--- config.mk ---
export PLATFORM = sky130hd
export DESIGN_NAME = oh_fifo_sync_prog
export DESIGN_NICKNAME = d
export VERILOG_FILES = /design/src/rtl/oh_fifo_sync_prog.sv
export SDC_FILE = /design/constraint.sdc
export NUM_CORES = 2
export LEC_CHECK = 0
export CAP_MARGIN = 40
export CORE_MARGIN = 10
export CORE_UTILIZATION = 30
export CTS_CLUSTER_DIAMETER = 80
export DETAILED_ROUTE_END_ITERATION = 16
export GPL_TIMING_DRIVEN = 0
export PLACE_DENSITY = 0.48
export SLEW_MARGIN = 30
export SYNTH_ARGS = -nofsm -noshare
export SYNTH_HDL_FRONTEND = slang
export SYNTH_SLANG_ARGS = --single-unit
--- constraint.sdc ---
create_clock -name clk -period 8 [get_ports clk]
set_input_delay 0.8 -clock clk [delete_from_list [all_inputs] [get_ports clk]]
set_output_delay 0.8 -clock clk [all_outputs]
set_load 0.01 [all_outputs]
--- src/rtl/oh_fifo_sync_prog.sv ---
// ---------------------------------------------------------------------------
// oh_fifo_sync_prog
//   Single-clock FIFO with programmable full/empty thresholds, sticky
//   overflow/underflow flags and a selectable read mode:
//     FWFT = 0 : standard mode, dout is registered and updates one cycle
//                after an accepted read, otherwise it holds.
//     FWFT = 1 : first-word-fall-through, dout always shows the head entry
//                while the FIFO is non-empty (zero otherwise).
//
// Ports
//   clk        sole clock, all state updates on the rising edge
//   nreset     asynchronous active-low reset
//   clear      synchronous flush, overrides wr_en/rd_en
//   wr_en/din  write request and data
//   rd_en      read request (FWFT=1: pop of the head entry)
//   dout       read data
//   full       count == DEPTH
//   empty      count == 0
//   prog_full  count >= PROG_FULL
//   prog_empty count <= PROG_EMPTY
//   count      number of valid entries (the entry shown on dout included)
//   overflow   sticky, write attempted while full
//   underflow  sticky, read attempted while empty
// ---------------------------------------------------------------------------
module oh_fifo_sync_prog #(
  parameter int DW         = 104,
  parameter int DEPTH      = 32,
  parameter int PROG_FULL  = DEPTH / 2,
  parameter int PROG_EMPTY = 2,
  parameter int FWFT       = 0,
  parameter int CW         = $clog2(DEPTH) + 1
) (
  input  logic          clk,
  input  logic          nreset,
  input  logic          clear,
  input  logic          wr_en,
  input  logic [DW-1:0] din,
  input  logic          rd_en,
  output logic [DW-1:0] dout,
  output logic          full,
  output logic          empty,
  output logic          prog_full,
  output logic          prog_empty,
  output logic [CW-1:0] count,
  output logic          overflow,
  output logic          underflow
);

  localparam int AW = $clog2(DEPTH);

  localparam logic [CW-1:0] FULL_CNT  = CW'(DEPTH);
  localparam logic [CW-1:0] PFULL_CNT = CW'(PROG_FULL);
  localparam logic [CW-1:0] PEMPT_CNT = CW'(PROG_EMPTY);

  logic [DW-1:0] mem [DEPTH];
  logic [AW-1:0] wr_ptr;
  logic [AW-1:0] rd_ptr;
  logic          wr_ok;
  logic          rd_ok;

  // Status flags come only from the registered count, so no input reaches
  // an output combinationally.
  always_comb begin
    empty      = (count == '0);
    full       = (count == FULL_CNT);
    prog_full  = (count >= PFULL_CNT);
    prog_empty = (count <= PEMPT_CNT);
    wr_ok      = wr_en & ~full  & ~clear;
    rd_ok      = rd_en & ~empty & ~clear;
  end

  // Storage array is deliberately left without reset.
  always_ff @(posedge clk) begin
    if (wr_ok) mem[wr_ptr] <= din;
  end

  // Pointers wrap naturally because DEPTH is a power of two.
  always_ff @(posedge clk or negedge nreset) begin
    if (!nreset) begin
      wr_ptr    <= '0;
      rd_ptr    <= '0;
      count     <= '0;
      overflow  <= 1'b0;
      underflow <= 1'b0;
    end else if (clear) begin
      wr_ptr    <= '0;
      rd_ptr    <= '0;
      count     <= '0;
      overflow  <= 1'b0;
      underflow <= 1'b0;
    end else begin
      if (wr_ok) wr_ptr <= wr_ptr + 1'b1;
      if (rd_ok) rd_ptr <= rd_ptr + 1'b1;
      case ({wr_ok, rd_ok})
        2'b10:   count <= count + 1'b1;
        2'b01:   count <= count - 1'b1;
        default: count <= count;
      endcase
      if (wr_en && full)  overflow  <= 1'b1;
      if (rd_en && empty) underflow <= 1'b1;
    end
  end

  generate
    if (FWFT != 0) begin : g_fwft
      // Head entry is always visible; a write into an empty FIFO lands at
      // rd_ptr, so it appears on dout the cycle after it is written.
      always_comb begin
        dout = empty ? '0 : mem[rd_ptr];
      end
    end else begin : g_std
      always_ff @(posedge clk or negedge nreset) begin
        if (!nreset)    dout <= '0;
        else if (clear) dout <= '0;
        else if (rd_ok) dout <= mem[rd_ptr];
      end
    end
  endgenerate

endmodule

### Yosys cells after proc, flatten, opt, wreduce, memory -nomap -nowiden

Memory sizes are Yosys's and may differ from the RTL's.
Cells that the tools add are included.

| word-level totals | value |
|---|---|
| register bits | 122 |
| bits in latches | 0 |
| bits in writable memories | 3,328 |
| ROM bits | 0 |
| bits of input ports | 109 |
| output and inout bits | 116 |
| word-level logic and storage cells | 45 |
| memories kept | 1 |

| operators by class | value |
|---|---|
| $add $sub $neg | 4 |
| multipliers | 0 |
| div/mod/pow operators | 0 |
| order comparisons | 2 |
| equality and inequality tests | 3 |
| shifts and indexed selects | 0 |
| multiplexer cells | 14 |
| bitwise gates (word level) | 7 |
| reductions and logical operators | 8 |

Memories:

| memory | depth | width | read ports | clocked after Yosys merged registers in | wr ports | RTL line | RTL |
|---|---|---|---|---|---|---|---|
| mem | 32 | 104 | 1 | 0 | 1 | 55 | `logic [DW-1:0] mem [DEPTH];` |

Operators by type and width:

| cell | count |
|---|---|
| two-way mux 104 bit | 2 |
| two-way mux 5 bit | 4 |
| case mux 6 bit (2 select lines) | 1 |
| adder 5 x 1 -> 5 bit (second input constant) | 2 |
| nonzero test 2 bit | 4 |
| adder 6 x 1 -> 6 bit (second input constant) | 1 |
| == test 6 bit (second input constant) | 1 |
| >= comparator 6 x 5 -> 1 bit (second input constant) | 1 |
| <= comparator 6 x 2 -> 1 bit (second input constant) | 1 |
| logical NOT 6 bit | 1 |
| two-way mux 1 bit | 6 |
| two-way mux 6 bit | 1 |
| subtractor 6 x 1 -> 6 bit (second input constant) | 1 |
| AND 1 bit | 4 |
| inverter 1 bit | 3 |
| nonzero test 3 bit | 1 |
| == test 2 x 1 -> 1 bit (second input constant) | 1 |
| == test 2 bit (second input constant) | 1 |
| logical AND 1 bit | 2 |

### Logic depth before layout (Yosys ltp)

| depth | value |
|---|---|
| word-level depth | 7 |
| gate-level depth with buffers | 11 |
| gate-level depth less buffers | 9 |

### Worst setup path before layout

OpenSTA, ideal clock, no wires.

| timing path | value |
|---|---|
| path type | in2reg |
| start | input wr_en |
| end | memory mem[30][0] (enable) |
| library setup time | 0.568 ns |
| arrival time | 6.071 ns |
| required time | 7.432 ns |
| path slack | 1.360 ns |
| stages | 5 |
| buffers on the path | 1 |
| path through | clkbuf_1 -> inv_1 -> nor3_1 -> nand2_1 -> nor2_1 |

| on the way | value |
|---|---|
| word-level cells in the longest chain between the ends | 4 |

RTL lines:

| element | RTL line | RTL |
|---|---|---|
| start: declaration | 36 | `input logic wr_en,` |
| AND 1 bit (2 in a row) | 68 | `wr_ok = wr_en & ~full & ~clear;` |
| two-way mux 1 bit | 74 | `if (wr_ok) mem[wr_ptr] <= din;` |
| two-way mux 1 bit (not written as such) | 74 |  |
| end: declaration | 55 |  |

No other way between the ends.

### Worst setup path after layout

| timing path | value |
|---|---|
| start | register rd_ptr[1] |
| end | register dout[2] |

| on the way | value |
|---|---|
| word-level cells in the longest chain between the ends | 3 |

RTL lines:

| element | RTL line | RTL |
|---|---|---|
| start: declaration | 57 | `logic [AW-1:0] rd_ptr;` |
| start signal: assignment | 93 | `if (rd_ok) rd_ptr <= rd_ptr + 1'b1;` |
| memory (32 x 104 bit) | -- |  |
| two-way mux 104 bit | 115 | `else if (rd_ok) dout <= mem[rd_ptr];` |
| two-way mux 104 bit | 114 | `else if (clear) dout <= '0;` |
| end signal: assignment | 115 |  |
| end: declaration | 39 | `output logic [DW-1:0] dout,` |

No other way between the ends. The select of a mux whose other input is x is not followed.
A chain may end at the register's enable or synchronous reset.

==> results.py <==
metrics = {
    "outcome": {
        "status": "complete, no violations",
    },
    "layout": {
        "fin_nets": 6601,
        "fillCellCount": 39130,
        "multi_input_area_um2": 26160,
        "regArea_um2": 103000,
        "finalNonFillerCells": 12530,
        "post-route-util_pct": 37.12,
        "drive_gt1_share_pct": 31.51,
        "synthToLayoutAreaGrowth_pct": 23.46,
    },
    "critical_path": {
        "path_depth": 11,
        "critPathMaxFanout": 13,
        "worst-endpoint-required_ps": 8770,
        "crit_chain": "buf_2, buf_4, clkbuf_2, buf_16, clkbuf_1, buf_4, mux4_2, a22oi_1, o21ai_0, a22oi_1, nand2_1",
        "crit_family": "buffers and inverters",
        "ff2ff_setup_slack_ps": 3820,
        "worstRegToRegCells": 11,
        "crit_path_start": "rd_ptr[1]",
        "cp.arrival_ps": 4950,
        "setup.worst_path.end_class": "flip-flop",
        "path_class": "reg2reg",
        "crit_path_top_delay_cell": "a22oi_1",
        "r2r_end": "dout[2]",
        "startpoint_type": "flip-flop",
        "r2r-start": "rd_ptr[1]",
        "slowest_delay_ps": 710,
        "path_buf_inv": 6,
    },
    "yosys": {
        "yosys_warnings": 0,
        "syn-num-nets": 5604,
        "synth_cell_types": 47,
        "synth_common_cells": "3328 x edfxtp_1, 921 x mux4_2, 208 x a22oi_1, 208 x nand2_1, 144 x clkbuf_1",
        "synth_flop_cell": "edfxtp_1",
        "synth_area_leaders": "edfxtp_1 77%, mux4_2 16%, dfrtp_1 2.3%",
        "avgSynthCellArea_um2": 23.76,
        "synthArstFlopShare_pct": 3.536,
        "yosys.area.top_type": "edfxtp_1",
        "syn_inst": 5487,
        "yosysMostFrequentCell": "edfxtp_1",
        "yosysSeqAreaShare_pct": 79.01,
        "synth_top_cell_area_share_pct": 76.67,
        "ys_ff_latch": 3450,
        "synth_area_um2": 130300,
        "synth_edf_count": 3328,
    },
    "placement": {
        "place_ws_ps": 3178,
        "port_buffers": 223,
        "placedCellCount": 11850,
        "gp_congestion": 0.7135,
        "hpwlAfterDp_um": 274400,
    },
    "clock_network": {
        "cts_tree": "built",
        "htreeDepth": 5,
        "cts-buffers-inserted": 358,
        "insertion_delay_ps": 920,
        "cts_sinks": 3450,
        "cts_root_buf": "clkbuf_16",
        "clk_pin_slew_ps": 60,
        "cts_max_path_buffers": 4,
    },
    "sta": {
        "fin_crit_ps": 4175,
        "skew_ps": 34.33,
        "fmaxAchievable_mhz": 239.5,
        "rsz0062_at_grt": "false",
        "hold_viol": 0,
        "slew_headroom_pct": 37.60,
        "drv_slew": 0,
        "setup-tns-final_ps": 0,
        "worst_slack_ps": 3825,
        "tightestPinTransition_ps": 936.0,
        "setup_viol": 0,
        "fin_crit_sh_pct": 52.19,
    },
    "routing": {
        "drtIter0Drc": 7264,
        "dr.pass1.iters": 6,
        "post-route-drc-count": 0,
        "routedWlPerCell_um": 31.43,
        "wl_um": 393900,
        "vias": 63670,
        "antenna_left": 0,
        "drt-vias-per-instance": 5.081,
    },
    "global_route": {
        "grt_pass1_vias": 65330,
        "antenna_found_initial": 63,
        "grt_util_all_layers_pct": 16.63,
        "grt_max_degree": 47,
        "gr-total-overflow": 0,
        "grt_first_pass_wirelength_um": 540700,
    },
    "min_path": {
        "min_from": "wr_en",
        "min_to": "overflow",
        "hold_depth": 3,
        "hold_class": "in2reg",
    },
    "power": {
        "leakage_nw": 49.73,
        "ir_drop_uv": 151.3,
        "p_per_area_nw_per_um2": 272.4,
    },
    "job": {
        "drv_cap": 0,
    },
    "floorplan": {
        "ioPinCount": 225,
        "core_um2": 433600,
        "core.rowCount": 242,
        "dieArea_um2": 461300,
        "initial_core_util_pct": 30.06,
        "dieHeight_um": 679.2,
        "die_w_um": 679.2,
    },
}
metrics by stage:
stage,hold slack [ps],power (mW),area [um2]
floorplan,501.8,24.67,130300
CTS,225.3,44.43,161000
global placement,462.1,27.70,139800
detailed placement,455.3,27.97,149500
global route,337.5,45.40,160900
finish,304.1,43.84,160900
metal layers:
metal | vias to the layer above | track usage, % | share of wire, %
li1 | 25650 | - | -
met1 | 34990 | 23.07 | 42
met2 | 2452 | 27.37 | 48
met3 | 576 | 2.652 | 6.8
met4 | 8 | 4.330 | 2.6
met5 | - | 0 | 0.014
sequential cells by signal, summed over array words and instances (netlist names):
name	count
count	6
dout	104
mem	3328
overflow	1
rd_ptr	5
underflow	1
wr_ptr	5
kinds of logic (layout without fill, tap and decap cells):
group	count (synthesis)	after routing	synth area share [%]
other	0	26	0
AOI/OAI and AO/OA	358	358	1.849
adders and majority gates	8	8	0.07679
muxes	1052	1052	16.92
buffers and inverters	307	1592	1.117
and+or+nand+nor	300	300	0.9474
xor gates and xnor gates	12	12	0.08063
DFF	3450	3450	79.01
worst max path at each step:
stage                        endpoint
after detailed placement   mem[9][38]
after global placement    mem[13][40]
final                         dout[2]
after floorplan            mem[30][0]
after global routing         dout[17]
after CTS                  mem[9][38]
what timing repair did:
| action | in CTS | in global routing |
|---|---|---|
| gates resized for setup | 0 | 0 |
| setup buffers | 0 | 0 |
| hold buffers | 1 | 0 |
| hold endpoints to repair | 30 | 0 |
power by group:
part | switching (mW) | internal (mW) | total, mW | leakage [nW]
Clock | 6.97 | 9.47 | 16.4 | 5.60
Sequential | 0.162 | 20.1 | 20.3 | 31.6
Combinational | 3.94 | 3.17 | 7.11 | 12.5
Total | 11.1 | 32.8 | 43.8 | 49.7
tightest hold or removal path, cell delays in order:
cell and delay [ps]:
clkbuf_1 180, a21oi_1 170, nor2_1 40
cell usage in the layout (no fill, tap or decap), types with 6 or more instances in the layout:
cell	count
edfxtp_1	3328
mux4_2	921
clkbuf_16	365
buf_16	290
nand2_1	208
a22oi_1	208
clkdlybuf4s50_1	170
clkbuf_1	169
buf_2	151
mux2i_1	131
dfrtp_1	122
o21ai_0	104
buf_6	73
clkinv_2	65
clkinv_1	62
buf_4	56
clkbuf_2	56
nor2_4	35
bufinv_16	30
diode_2	26
buf_12	21
nor2_1	19
buf_8	17
clkbuf_8	15
a21oi_1	14
buf_1	12
ha_1	8
clkinvlp_4	8
inv_6	8
nand3_1	7
xor2_1	7
inv_1	6
o21ai_1	6
layout make-up:
class                      instances  area share (%)
sequential                      3450           64.00
clock inverter                   187           1.137
multi-input combinational       1730           16.25
inverter                           6         0.01399
buffer                           301          0.9586
tap                             5734           4.458
antenna                           26         0.04043
clock buffer                     461           5.974
timing repair buffer             637           7.167
Power figures use the tool's default switching activity.
